<file path="src/rtl/adding_ctrl_pkg.sv">
// Shared types and constants for the accumulator-machine controller:
// state encoding, opcode field values and the HALT instruction encoding.
package adding_ctrl_pkg;

  typedef enum logic [2:0] {
    S_CLR,
    S_FETCH,
    S_DECODE,
    S_EXEC,
    S_HALT
  } state_e;

  localparam logic [1:0] OP_LDA = 2'b00;
  localparam logic [1:0] OP_ADD = 2'b01;
  localparam logic [1:0] OP_STA = 2'b10;
  localparam logic [1:0] OP_JMP = 2'b11;

  localparam logic [7:0] HALT_INSTR = 8'hFF;

  // Opcode field of an instruction word.
  function automatic logic [1:0] opcode_of(input logic [7:0] ir);
    return ir[7:6];
  endfunction

endpackage

</file>
<file path="src/rtl/adding_ctrl_wait_timer.sv">
// Memory wait timer: counts cycles a memory access has been stalled and
// flags expiry combinationally in the cycle that would reach WAIT_MAX.
module adding_ctrl_wait_timer #(
  parameter int WAIT_MAX = 15
) (
  input  logic clock,
  input  logic reset,
  input  logic clear_i,
  input  logic enable_i,
  output logic expired_o
);

  localparam int CW = (WAIT_MAX < 2) ? 1 : $clog2(WAIT_MAX + 1);

  logic [CW-1:0] cnt_q;
  logic [CW-1:0] cnt_d;

  // Next count: clear wins over counting a stalled cycle.
  always_comb begin
    // NOTE: every always_comb output gets a default first so no path can infer a latch.
    cnt_d = cnt_q;
    if (clear_i) begin
      cnt_d = '0;
    end else if (enable_i) begin
      cnt_d = cnt_q + 1'b1;
    end
  end

  // Count register.
  always_ff @(posedge clock or posedge reset) begin
    // NOTE: state registers use non-blocking assignments so every flop samples pre-edge values.
    if (reset) begin
      cnt_q <= '0;
    end else begin
      cnt_q <= cnt_d;
    end
  end

  // The stalled cycle that would bring the count to WAIT_MAX is the expiring one.
  assign expired_o = enable_i && (cnt_q == CW'(WAIT_MAX - 1));

endmodule

</file>
<file path="src/rtl/adding_controller.sv">
// Control FSM for a 4-instruction accumulator machine (LDA/ADD/STA/JMP).
// Memory-ready-dependent strobes are Mealy; everything else is decoded from
// state. A stalled memory access beyond WAIT_MAX cycles sets a sticky bus
// error and halts until reset.
// Optional build macro ADDING_CTRL_HALT_EN: instruction 8'hFF halts the
// machine in DECODE instead of executing as JMP 63.
module adding_controller
  import adding_ctrl_pkg::*;
#(
  parameter int WAIT_MAX = 15
) (
  input  logic       clock,
  input  logic       reset,
  input  logic [7:0] ir_in,
  input  logic       mem_ready,
  output logic       load_IR,
  output logic       load_acc,
  output logic       ld_pc,
  output logic       clr_pc,
  output logic       inc_pc,
  output logic       sel_alu,
  output logic       sel_bus,
  output logic       pass_add,
  output logic       ir_on_adr,
  output logic       pc_on_adr,
  output logic       rd_mem,
  output logic       wr_mem,
  output logic       busy,
  output logic       halted,
  output logic       bus_err
);

  state_e     state_q;
  state_e     state_d;
  logic       bus_err_q;
  logic       bus_err_d;
  logic       wait_clear;
  logic       wait_enable;
  logic       wait_expired;
  logic       halt_hit;
  logic [1:0] opcode;

  assign opcode = opcode_of(ir_in);

`ifdef ADDING_CTRL_HALT_EN
  assign halt_hit = (ir_in == HALT_INSTR);
`else
  // Operand bits are datapath-only when the halt decode is not built.
  logic unused_operand;
  assign unused_operand = ^ir_in[5:0];
  assign halt_hit       = 1'b0;
`endif

  adding_ctrl_wait_timer #(
    .WAIT_MAX (WAIT_MAX)
  ) u_wait_timer (
    .clock     (clock),
    .reset     (reset),
    .clear_i   (wait_clear),
    .enable_i  (wait_enable),
    .expired_o (wait_expired)
  );

  // Next-state and output decode.
  always_comb begin
    state_d   = state_q;
    load_IR   = 1'b0;
    load_acc  = 1'b0;
    ld_pc     = 1'b0;
    clr_pc    = 1'b0;
    inc_pc    = 1'b0;
    sel_alu   = 1'b0;
    sel_bus   = 1'b0;
    pass_add  = 1'b0;
    ir_on_adr = 1'b0;
    pc_on_adr = 1'b0;
    rd_mem    = 1'b0;
    wr_mem    = 1'b0;
    busy      = 1'b0;
    halted    = 1'b0;

    unique case (state_q)
      S_CLR: begin
        clr_pc  = 1'b1;
        state_d = S_FETCH;
      end

      S_FETCH: begin
        busy      = 1'b1;
        pc_on_adr = 1'b1;
        rd_mem    = 1'b1;
        if (mem_ready) begin
          load_IR = 1'b1;
          inc_pc  = 1'b1;
          state_d = S_DECODE;
        end else if (wait_expired) begin
          state_d = S_HALT;
        end
      end

      S_DECODE: begin
        busy = 1'b1;
        if (halt_hit) begin
          state_d = S_HALT;
        end else if (opcode == OP_JMP) begin
          ld_pc   = 1'b1;
          state_d = S_FETCH;
        end else begin
          state_d = S_EXEC;
        end
      end

      S_EXEC: begin
        busy      = 1'b1;
        ir_on_adr = 1'b1;
        if (opcode == OP_STA) begin
          wr_mem = 1'b1;
        end else begin
          rd_mem = 1'b1;
        end
        if (mem_ready) begin
          if (opcode == OP_LDA) begin
            sel_bus  = 1'b1;
            load_acc = 1'b1;
          end else if (opcode == OP_ADD) begin
            sel_alu  = 1'b1;
            pass_add = 1'b1;
            load_acc = 1'b1;
          end
          state_d = S_FETCH;
        end else if (wait_expired) begin
          state_d = S_HALT;
        end
      end

      S_HALT: begin
        halted = 1'b1;
      end

      default: begin
        state_d = S_CLR;
      end
    endcase
  end

  // Wait timer control: restart on entry to a memory state, count stalls in one.
  assign wait_clear  = (state_d != state_q) &&
                       ((state_d == S_FETCH) || (state_d == S_EXEC));
  assign wait_enable = ((state_q == S_FETCH) || (state_q == S_EXEC)) && !mem_ready;

  // Bus error is sticky until reset.
  assign bus_err_d = bus_err_q | wait_expired;
  assign bus_err   = bus_err_q;

  // State and status registers; reset forces S_CLR mid-instruction too.
  always_ff @(posedge clock or posedge reset) begin
    if (reset) begin
      state_q   <= S_CLR;
      bus_err_q <= 1'b0;
    end else begin
      state_q   <= state_d;
      bus_err_q <= bus_err_d;
    end
  end

endmodule

</file>
<file path="config.mk">
export PLATFORM = sky130hd
export DESIGN_NAME = adding_controller
export DESIGN_NICKNAME = d
export VERILOG_FILES = /design/src/rtl/adding_ctrl_pkg.sv /design/src/rtl/adding_ctrl_wait_timer.sv /design/src/rtl/adding_controller.sv
export SDC_FILE = /design/constraint.sdc
export NUM_CORES = 1
export LEC_CHECK = 0
export ABC_AREA = 1
export CORE_UTILIZATION = 39
export DETAILED_ROUTE_END_ITERATION = 10
export PLACE_DENSITY = 0.76
export SYNTH_ARGS = -nofsm -noshare
export SYNTH_HDL_FRONTEND = slang
export SYNTH_HIERARCHICAL = 1
export SYNTH_SLANG_ARGS = --single-unit
</file>
<file path="constraint.sdc">
create_clock -name clock -period 2.7 [get_ports clock]
set_input_delay 0.54 -clock clock [delete_from_list [all_inputs] [get_ports clock]]
set_output_delay 0.54 -clock clock [all_outputs]
set_load 0.05 [all_outputs]
</file>
==> Word level (Yosys, flattened, before mapping) <==
Cells that the tools add are included.
{ "word_totals": {"ff_bits": 8, "elab_cells": 56, "in_bits": 11, "output_inout_bits": 15} }
{ "classes": {"n_eq_ne": 11, "bitwise_logic": 1, "muxes": 30, "add_sub_neg": 1, "reduce_logical": 10} }
{ "ops": {"columns": ["op", "count"], "rows": [
  ["$mux 1", 22],
  ["$pmux 3 s5", 1],
  ["$eq 3x2->1 const B", 3],
  ["$mux 3", 3],
  ["$mux 4", 2],
  ["$eq 3x1->1 const B", 2],
  ["$add 4x1->4 const B", 1],
  ["$eq 2x2->1 const B", 2],
  ["$eq 4x4->1 const B", 1],
  ["$eq 3x3->1 const B", 1],
  ["$logic_and 1x1->1", 3],
  ["$logic_not 3->1", 1],
  ["$ne 3x3->1", 1],
  ["$reduce_or 3->1", 1],
  ["$eq 2x1->1 const B", 1],
  ["$logic_not 2->1", 1],
  ["$logic_or 1x1->1", 2],
  ["$mux 2", 1],
  ["$pmux 1 s2", 1],
  ["$reduce_bool 2->1", 1],
  ["$logic_not 1->1", 1],
  ["$or 1x1->1", 1]
]} }

==> Longest topological paths before layout <==
Gate-level depths: netlist of run 1.
{ "depth": {"depth_word": 11, "ltp_mapped": 16, "mapped_depth_nobuf": 16} }

==> Hierarchy <==
The synthesis of run 1 kept the hierarchy.
{ "modules_own_cells": {"columns": ["mod", "cells_per_inst", "instances", "area_per_inst_um2", "seq_area_each_um2"], "rows": [
  ["adding_controller", 50, 1, 340.3, 100.1],
  ["adding_ctrl_wait_timer", 27, 1, 229.0, 100.1]
]} }

==> Worst setup path after synthesis of run 1 <==
OpenSTA, ideal clock, no wires.
{ "synth_timing": {"path_kind": "reg2out", "start": "register state_q[2]", "end": "output port sel_alu", "slack_ps": -464, "arrival_ps": 2624, "stages_incl_launch_ff": 5, "path_cell_list": "dfrtp_1 -> nor2_4 -> nand2_4 -> nor4_1 -> buf_4"} }
{ "synth_via": {"elab_chain_len": 2} }
{ "synth_lines": {"columns": ["element", "line_no", "source"], "rows": [
  ["start, declared", "adding_controller.sv:33", "state_e state_q;"],
  ["start signal, assigned", "adding_controller.sv:161", "state_q <= state_d;"],
  ["$eq 3x2->1", null, null],
  ["$mux 1", null, null],
  ["end, declared", "adding_controller.sv:21", "output logic sel_alu,"]
]} }
Every way passes these cells.

==> Final worst setup path of run 1 <==
{ "layout_timing": {"start": "input port mem_ready", "end": "output port sel_bus"} }
{ "layout_via": {"elab_chain_len": 2} }
{ "layout_lines": {"columns": ["element", "line_no", "source"], "rows": [
  ["start, declared", "adding_controller.sv:15", "input logic mem_ready,"],
  ["$mux 1", "adding_controller.sv:121", "if (mem_ready) begin"],
  ["$mux 1", "adding_controller.sv:82", "unique case (state_q)"],
  ["end, declared", "adding_controller.sv:22", "output logic sel_bus,"]
]} }
Every way passes these cells.

==> impl_metrics.toml, run 1 <==
[status]
status = "finished clean"

[synthesis]
synthDistinctLibCells = 22
synth-simple-area-share_pct = 38.5
syn-mean-instance-area_um2 = 7.39
synth_compound_area_share_pct = 6.37
netlist_instances = 77
synthAdderAreaFrac_pct = 4.40
syn-num-nets = 90
synth_top_family_by_area = "simple AND/OR/NAND/NOR gates"
synth_mux_area_share_pct = 0
yosys_warnings = 6
synth-seq-cells = 8
yosysSeqAreaShare_pct = 35.2
synth_area_um2 = 569
synth_xor_area_share_pct = 1.54

[power]
intPower_w = 0.000180
finalPower_w = 0.000223
power.net_switching_w = 0.0000435
peakVddDrop_mv = 0.240
p_leak_nw = 0.441
swShare_pct = 19.5
power_frac_seq_pct = 55.2
power_density_mw_per_mm2 = 257
clockPowerShare_pct = 36.9
power_frac_comb_pct = 7.9

[setup_path]
path_max_fanout = 7
start_kind = "input pin"
r2r_end = "u_wait_timer/cnt_q[3]"
worstPathArrival_ps = 1880
worst_r2r_path_depth = 14
crit_type = "in -> out"
cp.required_ps = 2160
critPathCaptureType = "output port"
r2r_start = "state_q[2]"
reg2reg_slack_ps = 590

[global_routing]
grt_pass1_wl_um = 1680
grt_usage_pct = 15.3
grt_pass1_vias = 419
antenna_found_initial = 0
grt-ovfl-total = 0
grt_max_degree = 9

[die]
initial_core_util_pct = 42.7
die_area_mm2 = 0.00162
num_rows = 13
die_y_um = 40.2
io-pin-count = 26
die-width_um = 40.2
core_area_mm2 = 0.00133

[clocking]
clockRootBuffer = "clkbuf_4"
clk_latency_ps = 240
cts_sinks = 8
post_cts_resized = 0
post_cts_buffers = 0
cts_max_path_buffers = 2
path_clk_slew_ps = 50
h-tree-depth = 1
holdBufCountCts = 0
cts_buffers = 3
cts_tree = "yes"

[finish]
nets = 113
drive_above_1_share_pct = 26.5
antenna_cells = 0
final.fill_count = 108
syn_to_final_growth_pct = 52.3

[worst_hold_path]
hold_end = "bus_err"
hold_path_class = "reg -> reg"
hold_depth = 1
hp-start = "bus_err"

[detailed_routing]
wl_met1_um = 500
met2RoutedLength_um = 530
drcViolationCount = 0
post_drt_via_cell_ratio = 4.99
first_iter_violations = 10
ant_nets = 0
vias = 564
met3WireLength_um = 58
routed.top_layer = "met4"
wl_per_cell_um = 9.80
wl_um = 1110
first_pass_iters = 4

[timing]
min_period_over_period_pct = 89.6
rsz0062_at_grt = "no"
slew_headroom_pct = 67.0
max_freq_mhz = 413
hold_slack_ps = 470
skew_ps = 0.895
finalHoldViolCount = 0
tightestPinTransition_ps = 494
fin_ws_ps = 281
post-route-min-period_ps = 2420
setup_tns_ps = 0
slew_violations = 0
setup_viol = 0

[flow_run]
cap_violations = 0

[placed_design]
dpl.hpwl_um = 991
place.gp.congestion = 0.774
port_buffers = 19
dp_worst_setup_slack_ps = 275
==> per-stage QoR <==
| stage | util [%] | area, µm² | instances |
|---|---|---|---|
| 2_1_floorplan | - | 576 | 77 |
| 3_5_place_dp | 63.3 | 845 | 110 |
| 5_1_grt | 65.0 | 867 | 113 |
| 6_report | 65.0 | 867 | 113 |
| 3_3_place_gp | 63.3 | 845 | 110 |
| 4_1_cts | 65.0 | 867 | 113 |
==> cells by family (layout without fill, tap and decap cells) <==
group,count (synthesis),after routing
fa+ha+maj,2,2
flops,8,8
buf+inv,19,40
xor+xnor,1,1
compound gates,7,7
simple gates,40,40
==> cell usage in the layout (no fill, tap or decap) <==
master	count
buf_12	7
nand2_2	1
clkbuf_4	3
dfrtp_1	8
nand4_1	2
or2_2	1
ha_1	2
a31oi_1	1
a21oi_1	5
nand2_4	1
nor2_4	3
nor2_1	11
nor4_1	2
nand2_1	10
nand3_1	4
inv_2	2
buf_4	4
inv_1	14
xor2_1	1
clkdlybuf4s50_1	10
nor3_1	1
nor2_2	1
o21ai_0	1
nand3_2	2
nor4_2	1
==> layout make-up <==
type                    instances  area [µm²]  share of cell area (%)
multi-input cells              50         295                    34.1
repair buffers                 21         270                    31.2
flip-flops and latches          8         200                    23.1
inverters                      16        60.1                    6.93
clock buffers                   3        22.5                    2.60
well taps                      15        18.8                    2.16
==> cell usage after synthesis <==
cell / count / share of area [%]
inv_1: 14 / 9.2
nor2_1: 11 / 7.3
nand2_1: 10 / 6.6
dfrtp_1: 8 / 35
a21oi_1: 5 / 4.4
nand3_1: 4 / 3.5
nor2_4: 3 / 5.9
nor4_1: 3 / 3.3
buf_4: 2 / 2.6
ha_1: 2 / 4.4
inv_2: 2 / 1.3
nand3_2: 2 / 3.5
nand4_1: 2 / 2.2
a31oi_1: 1 / 1.1
buf_2: 1 / 0.88
nand2_2: 1 / 1.1
nand2_4: 1 / 2.0
nor2_2: 1 / 1.1
nor3_1: 1 / 0.88
o21ai_0: 1 / 0.88
or2_2: 1 / 1.1
xor2_1: 1 / 1.5
==> registers in the layout, summed over array words and instances (netlist names) <==
register,flops
state_q,3
u_wait_timer/cnt_q,4
bus_err,1
==> power groups by stage <==
stage / clock, W / sequential (W) / combinational [W]
3_5_place_dp: 0 / 0.000125 / 0.0000177
2_1_floorplan: 0 / 0.000125 / 0.00000793
6_report: 0.0000822 / 0.000123 / 0.0000176
3_3_place_gp: 0 / 0.000125 / 0.0000173
4_1_cts: 0.0000869 / 0.000123 / 0.0000178
5_1_grt: 0.0000944 / 0.000123 / 0.0000200
==> worst max-delay path, stage by stage <==
cell and delay, ps:
clkdlybuf4s50_1 550, inv_1 150, nor4_1 440, buf_12 200
==> how the worst max path moves through the flow <==
stage,startpoint,to,slack [ps],cells past startpoint
final,mem_ready,sel_bus,280,4
after global routing,state_q[1],halted,150,4
after global placement,mem_ready,sel_bus,290,4
after detailed placement,mem_ready,u_wait_timer/cnt_q[3],280,13
after floorplan,state_q[2],sel_bus,20,3
after CTS,state_q[2],pc_on_adr,260,4
==> metal layers <==
metal,global-route usage [%],up-vias
li1,-,288
met1,21.5,254
met2,24.2,20
met3,0.556,2
met4,7.50,0
met5,0,-
Power figures use the tool's default switching activity.
==> run 2: changes to the inputs <==
--- a/config.mk
+++ b/config.mk
@@ -9,6 +9,7 @@
 export CORE_UTILIZATION = 39
 export DETAILED_ROUTE_END_ITERATION = 10
 export PLACE_DENSITY = 0.76
+export SKIP_CTS_REPAIR_TIMING = 1
 export SYNTH_ARGS = -nofsm -noshare
 export SYNTH_HDL_FRONTEND = slang
 export SYNTH_HIERARCHICAL = 1
==> results of run 2 <==
The final DEF is identical to that of run 1; final timing and power are the same.
